**config.mk**
```make
export PLATFORM = sky130hd
export DESIGN_NAME = lsu_mem_stage
export DESIGN_NICKNAME = d
export VERILOG_FILES = /design/src/rtl/lsu_mem_stage.sv
export SDC_FILE = /design/constraint.sdc
export NUM_CORES = 1
export LEC_CHECK = 0
export BUFFER_PORTS_ARGS = -buffer_cell sky130_fd_sc_hd__buf_2
export CAP_MARGIN = 20
export CELL_PAD_IN_SITES_DETAIL_PLACEMENT = 0
export CELL_PAD_IN_SITES_GLOBAL_PLACEMENT = 2
export CORE_UTILIZATION = 28
export CTS_BUF_LIST = sky130_fd_sc_hd__clkbuf_4 sky130_fd_sc_hd__clkbuf_8
export DETAILED_ROUTE_END_ITERATION = 8
export PLACE_DENSITY = 0.95
export SYNTH_ARGS = -nofsm -noshare
export SYNTH_HDL_FRONTEND = slang
export SYNTH_SLANG_ARGS = --single-unit
```
**constraint.sdc**
```tcl
create_clock -name clk -period 2.8 [get_ports clk]
set_input_delay 0.42 -clock clk [delete_from_list [all_inputs] [get_ports clk]]
set_output_delay 0.42 -clock clk [all_outputs]
set_load 0.01 [all_outputs]
```
**src/rtl/lsu_mem_stage.sv**
```systemverilog
// lsu_mem_stage: MEM-stage load/store unit with stall handshake, variable-latency memory port and response timeout.
// Define LSU_MISALIGN_SPLIT_EN to execute misaligned accesses (beat-crossing ones split in two); otherwise they are rejected.
module lsu_mem_stage #(
    parameter int DW      = 32,
    parameter int TIMEOUT = 0
) (
    input  logic            clk,
    input  logic            rst,
    input  logic            req_valid,
    input  logic            req_store,
    input  logic [2:0]      req_funct3,
    input  logic [31:0]     req_addr,
    input  logic [DW-1:0]   req_wdata,
    output logic            busy,
    output logic            rsp_valid,
    output logic [DW-1:0]   rsp_rdata,
    output logic            misalign_err,
    output logic            bus_err,
    output logic            mem_read,
    output logic            mem_write,
    output logic [31:0]     mem_address,
    output logic [DW-1:0]   mem_wdata,
    output logic [DW/8-1:0] mem_byte_enable,
    input  logic [DW-1:0]   mem_rdata,
    input  logic            mem_resp
);
    localparam int BYTES = DW / 8;
    localparam int LB    = $clog2(BYTES);

    typedef enum logic [2:0] {
        IDLE,
        ACC1,
`ifdef LSU_MISALIGN_SPLIT_EN
        ACC2,
`endif
        DONE,
        ERR
    } state_t;

    state_t           state;
    logic             r_store;
    logic [2:0]       r_f3;
    logic [31:0]      r_addr;
    logic [DW-1:0]    r_wdata;
    logic [DW-1:0]    lo;
`ifdef LSU_MISALIGN_SPLIT_EN
    logic [DW-1:0]    hi;
    logic [BYTES-1:0] be2;
    logic [DW-1:0]    wd2;
    logic             cross;
`endif
    logic [31:0]      cnt;
    logic             berr;

    logic [1:0]       code;
    int               nb;
    logic [LB-1:0]    ofs;
    logic [31:0]      base;
    logic [BYTES-1:0] be1;
    logic [DW-1:0]    wd1;
    logic [DW-1:0]    word;
    logic [DW-1:0]    mask;
    logic [DW-1:0]    ext;
    logic             sgn;
    logic             tmo;
    logic             acc;

    // doubleword encoding on a 32-bit bus degrades to a word access
    function automatic logic [1:0] size_code(input logic [2:0] f3);
        return (DW == 32 && f3[1:0] == 2'd3) ? 2'd2 : f3[1:0];
    endfunction

    // lane placement, load extraction/extension and output decode from the registered request
    always_comb begin
        code = size_code(r_f3);
        nb = 1 << code;
        ofs = r_addr[LB-1:0];
        base = {r_addr[31:LB], {LB{1'b0}}};
        be1 = BYTES'(((1 << nb) - 1) << ofs);
        wd1 = r_wdata << {ofs, 3'b000};
`ifdef LSU_MISALIGN_SPLIT_EN
        be2 = BYTES'((((1 << nb) - 1) << ofs) >> BYTES);
        wd2 = r_wdata >> (DW - 8 * int'(ofs));
        cross = int'(ofs) + nb > BYTES;
        word = DW'({hi, lo} >> {ofs, 3'b000});
        acc = state == ACC1 || state == ACC2;
        mem_address = acc ? base + (state == ACC2 ? 32'(BYTES) : 32'd0) : '0;
        mem_byte_enable = (acc && r_store) ? (state == ACC2 ? be2 : be1) : '0;
        mem_wdata = (acc && r_store) ? (state == ACC2 ? wd2 : wd1) : '0;
`else
        word = lo >> {ofs, 3'b000};
        acc = state == ACC1;
        mem_address = acc ? base : '0;
        mem_byte_enable = (acc && r_store) ? be1 : '0;
        mem_wdata = (acc && r_store) ? wd1 : '0;
`endif
        mask = (DW'(1) << (8 << code)) - DW'(1);
        sgn = ~r_f3[2] & |(word & mask & ~(mask >> 1));
        ext = (word & mask) | (sgn ? ~mask : '0);
        tmo = TIMEOUT != 0 && cnt == 32'(TIMEOUT - 1);
        mem_read = acc & ~r_store;
        mem_write = acc & r_store;
        rsp_valid = state == DONE || state == ERR;
        misalign_err = state == ERR;
        bus_err = state == DONE && berr;
        rsp_rdata = (state == DONE && !berr && !r_store) ? ext : '0;
        busy = req_valid & ~rsp_valid;
    end

    // access sequencer: capture request, run one or two beats, time out, then report
    always_ff @(posedge clk) begin
        if (rst) begin
            state <= IDLE;
            r_store <= 1'b0;
            r_f3 <= '0;
            r_addr <= '0;
            r_wdata <= '0;
            lo <= '0;
`ifdef LSU_MISALIGN_SPLIT_EN
            hi <= '0;
`endif
            cnt <= '0;
            berr <= 1'b0;
        end else begin
            case (state)
                IDLE: if (req_valid) begin
                    r_store <= req_store;
                    r_f3 <= req_funct3;
                    r_addr <= req_addr;
                    r_wdata <= req_wdata;
                    cnt <= '0;
                    berr <= 1'b0;
`ifdef LSU_MISALIGN_SPLIT_EN
                    state <= ACC1;
`else
                    state <= |(req_addr[2:0] & 3'((4'd1 << size_code(req_funct3)) - 4'd1)) ? ERR : ACC1;
`endif
                end
                ACC1: if (mem_resp) begin
                    lo <= mem_rdata;
`ifdef LSU_MISALIGN_SPLIT_EN
                    state <= cross ? ACC2 : DONE;
`else
                    state <= DONE;
`endif
                end else if (tmo) begin
                    berr <= 1'b1;
                    state <= DONE;
                end else begin
                    cnt <= cnt + 32'd1;
                end
`ifdef LSU_MISALIGN_SPLIT_EN
                ACC2: if (mem_resp) begin
                    hi <= mem_rdata;
                    state <= DONE;
                end else if (tmo) begin
                    berr <= 1'b1;
                    state <= DONE;
                end else begin
                    cnt <= cnt + 32'd1;
                end
`endif
                default: state <= IDLE;
            endcase
        end
    end
endmodule
```
Word-level counts from Yosys, hierarchy flattened:

Cells that the tools add are included.

* add/sub/neg operators: 3
* equal/unequal tests: 7
* shifts and indexed selects: 8
* muxes and demuxes: 11
* reductions and logical operators: 10
* bitwise operators: 13

Operators by type and width (number)
* 2-to-1 mux 32 bit: 4
* bitwise AND 32 bit: 2
* << shifter 1 x 32 -> 32 bit (first input constant): 2
* subtractor 32 x 2 -> 32 bit (second input constant): 2
* NOT 31 -> 32 bit: 1
* NOT 32 bit: 1
* OR 32 bit: 1
* OR reduction 32 bit: 1
* << shifter 1 x 2 -> 32 bit (first input constant): 1
* << shifter 32 x 2 -> 4 bit: 1
* << shifter 32 x 5 -> 32 bit: 1
* << shifter 4 x 2 -> 32 bit (first input constant): 1
* right shift 32 x 5 -> 32 bit: 1
* equality test 3 x 2 -> 1 bit (second input constant): 2
* 2-to-1 mux 2 bit: 3
* 2-to-1 mux 3 bit: 2
* case mux 3 bit (2 select lines): 1
* AND reduction 2 bit: 3
* bitwise AND 1 bit: 4
* equality test 2 bit (second input constant): 2
* 2-to-1 mux 4 bit: 1
* inequality test 2 bit (second input constant): 2
* bitwise AND 3 bit: 1
* equality test 3 x 1 -> 1 bit (second input constant): 1
* other kinds (8): 11

* output and inout bits: 106
* bits in registers: 103
* bits of input ports: 104
* word-level logic and storage cells: 58

Logic depth before layout (Yosys ltp):

* depth after elaboration: 12
* depth in mapped cells: 7
* gate-level depth less buffers: 4

Least setup slack after synthesis:

No wires, ideal clock.

* path type: reg-to-output
* start point: register state[1]
* end point: output port rsp_rdata[16]
* cell stages (with the launch flop): 5
* buffers on the path: 1
* arrival: 1526 ps
* data required time: 2380 ps
* setup slack: 854 ps
* cells stage by stage: dfxtp_1 > or3b_1 > buf_2 > or2_2 > o21ai_0

* longest elaborated chain between the ends: 3

Ends and longest elaborated chain
* start, declared: RTL line 40 `state_t state;`
* start signal, assigned: RTL line 136 `state <= |(req_addr[2:0] & 3'((4'd1 << size_code(req_funct3)) - 4'd1)) ? ERR : ACC1;`
* equality test 3 x 2 -> 1 bit: RTL line 106 `rsp_rdata = (state == DONE && !berr && !r_store) ? ext : '0;`
* logical AND 1 bit: RTL line 106
* 2-to-1 mux 32 bit: RTL line 106
* end, declared: RTL line 16 `output logic [DW-1:0] rsp_rdata,`

No other way between the ends.

Worst setup path in the final report:

* start point: register state[1]
* end point: output port rsp_rdata[9]

The elaborated chain is that of the path after synthesis.

==> qor.yml <==
areaGrowthSynthToFinish_pct: 27.7
met3_length_um: 1410
finalSetupTns_ns: 0
fillers: 1997
worst_setup_hold_path_clk_slew_ns: 0.10
cts_tree: "done"
sink_count: 102
critical_path_arrival_ns: 2.20
p_leak_nw: 2.85
worst_r2r_endpoint: "lo[4]$_SDFFE_PP0P_"
finalCritPeriodShare: 0.934
period_needed_ns: 2.62
critical_path.max_fanout: 15
min_path_type: "primary input to register"
synth_cell_type_count: 31
synth.top_cells.by_area: "sky130_fd_sc_hd__dfxtp_1 (40%), sky130_fd_sc_hd__nand2_1 (16%), sky130_fd_sc_hd__a21oi_1 (12%), sky130_fd_sc_hd__mux2i_1 (5.4%), sky130_fd_sc_hd__and2_1 (4.9%)"
worst_setup_path_endpoint: "rsp_rdata[9]"
detail-route-antenna-nets: 0
cts_made_buffers: 9
ir_worst_vdd_mv: 0.270
netlist.top_cell.by_area: "sky130_fd_sc_hd__dfxtp_1"
final_number_of_max_transition_violations: 0
clock_skew_ns: 0.00959
gp_congestion: 0.784
route.layer.met1.wl_um: 7750
synthesis.area_um2: 5150
post_synth_inst_count: 717
setup_viol: 0
hpwl_um: 11700
initial_core_utilization: 0.287
io_pins: 210
die_w_um: 138
root_buf_cell: "sky130_fd_sc_hd__clkbuf_8"
chipHeight_um: 138
clk_path_buf_depth: 2
wl_per_cell_um: 14.9
finish.utilization: 0.366
grt_pass1_vias: 4852
mostFrequentLayoutCell: "sky130_fd_sc_hd__nand2_1"
drt_wl_total_um: 16800
globalRouteOverflowTotal: 0
drive_gt1_frac: 0.284
grt_start_max_net_pins: 69
dr_wl_met2_um: 7450
track_usage: 0.176
startpoint: "state[1]$_SDFFE_PP0P_"
clock_latency_ns: 0.38
synth_seq_area_share: 0.397
synth.ff_latch_count: 102
rr_startpoint: "state[0]$_SDFFE_PP0P_"
grt_antenna_before_repair: 4
clock.fmax_ghz: 0.382
p_per_area_nw_per_um2: 473
drt_pass1_iterations: 4
criticalPathCategory: "register to primary output"
share_of_the_synthesized_area_in_the_top_cell_type: 0.397
critical_path.endpoint_type: "primary output"
outcome: "completed"
routed.top_layer: "met5"
final-hold-violation-count: 0
worstRegToRegCells: 6
synth_area_per_cell_um2: 7.18
nNetsFinal: 991
post-route-drc-count: 0
critical_path_required_ns: 2.38
avgViaCountPerCell: 4.71
clock_tree.htree_level_count: 3
multi_input_area_um2: 2840
core-area_um2: 18000
layout_common_cells: "sky130_fd_sc_hd__nand2_1 (224), sky130_fd_sc_hd__buf_2 (205), sky130_fd_sc_hd__a21oi_1 (120)"
layout.area.seq_um2: 2040
iteration_0_drc_markers: 201
via_count: 5281
portBuffers: 206
synth.yosys.warnings: 0
design.die.area_um2: 18900
setup.worst_path.start_class: "register"
grt_setup_unrepaired: "no"
core.rowCount: 49
first_pass_grt_wire_length_um: 25500
tightestPinTransition_ns: 0.664
relSlewSlack: 0.555
rrSetupSlack_ns: 0.74
timing.max_cap.violations: 0
-- timing repair --
item | 4_1_cts | 5_1_grt
buffers inserted | 0 | 0
endpoints found under the setup margin | 0 | 11
hold buffers | 0 | 0
resized for setup | 0 | 3
-- flip-flops by register name, indices dropped and copies added, names as in the netlist --
name,flops
r_f3,3
lo,32
r_store,1
r_addr,32
state,2
r_wdata,32
-- cell type report --
class | count | share of cell area
Multi-Input combinational cell | 551 | 0.432
Sequential cell | 102 | 0.311
Timing Repair Buffer | 221 | 0.182
Tap cell | 229 | 0.0436
Clock buffer | 10 | 0.0200
Clock inverter | 5 | 0.00913
Inverter | 2 | 0.00114
Antenna cell | 1 | 0.000381
-- metal layers --
layer	track usage	up-vias
met1	0.232	2385
met3	0.0603	12
li1	-	2705
met4	0.0433	4
met5	0	-
met2	0.271	175
-- how the worst min path moves through the flow --
stage                            startpoint                      end  slack [ns]  depth (start not counted)
floorplan           r_addr[10]$_SDFFE_PP0P_  r_addr[10]$_SDFFE_PP0P_        0.43                          2
global placement     r_addr[9]$_SDFFE_PP0P_   r_addr[9]$_SDFFE_PP0P_        0.44                          2
detailed placement   r_addr[9]$_SDFFE_PP0P_   r_addr[9]$_SDFFE_PP0P_        0.44                          2
CTS                            req_addr[17]  r_addr[17]$_SDFFE_PP0P_        0.23                          3
global route                    req_addr[8]   r_addr[8]$_SDFFE_PP0P_        0.22                          3
finish                        mem_rdata[22]      lo[22]$_SDFFE_PP0P_        0.26                          3
-- through the flow --
step,hold WS (ns),cells,instance area (µm²),setup slack [ns],power (mW)
after CTS,0.234,1120,6560,0.122,3.16
after global routing,0.224,1121,6580,0.0321,3.28
after global placement,0.437,1105,6370,0.623,2.19
final,0.264,1121,6580,0.185,3.11
after floorplan,0.432,719,5160,0.854,1.98
after detailed placement,0.442,1105,6370,0.566,2.19
-- power breakdown --
group / switching [mW] / leakage, nW / total (mW) / internal (mW)
logic: 0.331 / 1.92 / 0.552 / 0.220
registers: 0.0688 / 0.835 / 1.61 / 1.54
clock network: 0.529 / 0.0962 / 0.952 / 0.422
total: 0.929 / 2.85 / 3.11 / 2.18
-- critical path, stage by stage, from the launching register on --
cell and delay (ns):
sky130_fd_sc_hd__dfxtp_1 0.44, sky130_fd_sc_hd__or3b_1 0.51, sky130_fd_sc_hd__buf_4 0.25, sky130_fd_sc_hd__a21o_1 0.29
sky130_fd_sc_hd__nor2_1 0.17, sky130_fd_sc_hd__buf_2 0.15
-- synthesized netlist by cell type --
| library cell | n |
|---|---|
| sky130_fd_sc_hd__nand2_1 | 225 |
| sky130_fd_sc_hd__nor4b_1 | 1 |
| sky130_fd_sc_hd__a31oi_4 | 1 |
| sky130_fd_sc_hd__and3b_4 | 1 |
| sky130_fd_sc_hd__inv_1 | 2 |
| sky130_fd_sc_hd__mux2i_1 | 28 |
| sky130_fd_sc_hd__nor4_1 | 1 |
| sky130_fd_sc_hd__o22ai_1 | 7 |
| sky130_fd_sc_hd__buf_6 | 1 |
| sky130_fd_sc_hd__and2_1 | 40 |
| sky130_fd_sc_hd__o2bb2ai_1 | 1 |
| sky130_fd_sc_hd__nand3b_2 | 1 |
| sky130_fd_sc_hd__a21o_1 | 1 |
| sky130_fd_sc_hd__dfxtp_1 | 102 |
| sky130_fd_sc_hd__buf_4 | 4 |
| sky130_fd_sc_hd__nor2b_1 | 21 |
| sky130_fd_sc_hd__or2_2 | 1 |
| sky130_fd_sc_hd__buf_1 | 5 |
| sky130_fd_sc_hd__nor2_1 | 46 |
| sky130_fd_sc_hd__or3b_1 | 1 |
| sky130_fd_sc_hd__a22oi_2 | 1 |
| sky130_fd_sc_hd__a21oi_1 | 120 |
| sky130_fd_sc_hd__mux4_2 | 1 |
| sky130_fd_sc_hd__conb_1 | 1 |
| sky130_fd_sc_hd__buf_2 | 18 |
| sky130_fd_sc_hd__nor3_1 | 4 |
| sky130_fd_sc_hd__o21ai_0 | 6 |
| sky130_fd_sc_hd__mux2_2 | 4 |
| sky130_fd_sc_hd__a211oi_1 | 32 |
| sky130_fd_sc_hd__nand2b_1 | 4 |
| sky130_fd_sc_hd__clkbuf_1 | 36 |
-- logic make-up (layout without fill, tap and decap cells) --
| family | Yosys count | after routing | synth area share |
|---|---|---|---|
| flip-flops | 102 | 102 | 0.397 |
| AO/OA/AOI/OAI | 169 | 169 | 0.187 |
| other | 1 | 4 | 0.000728 |
| multiplexers | 33 | 33 | 0.0676 |
| buffers and inverters | 66 | 238 | 0.0569 |
| AND/OR/NAND/NOR | 346 | 346 | 0.291 |
Note: power is estimated with default switching activity, not from simulation.
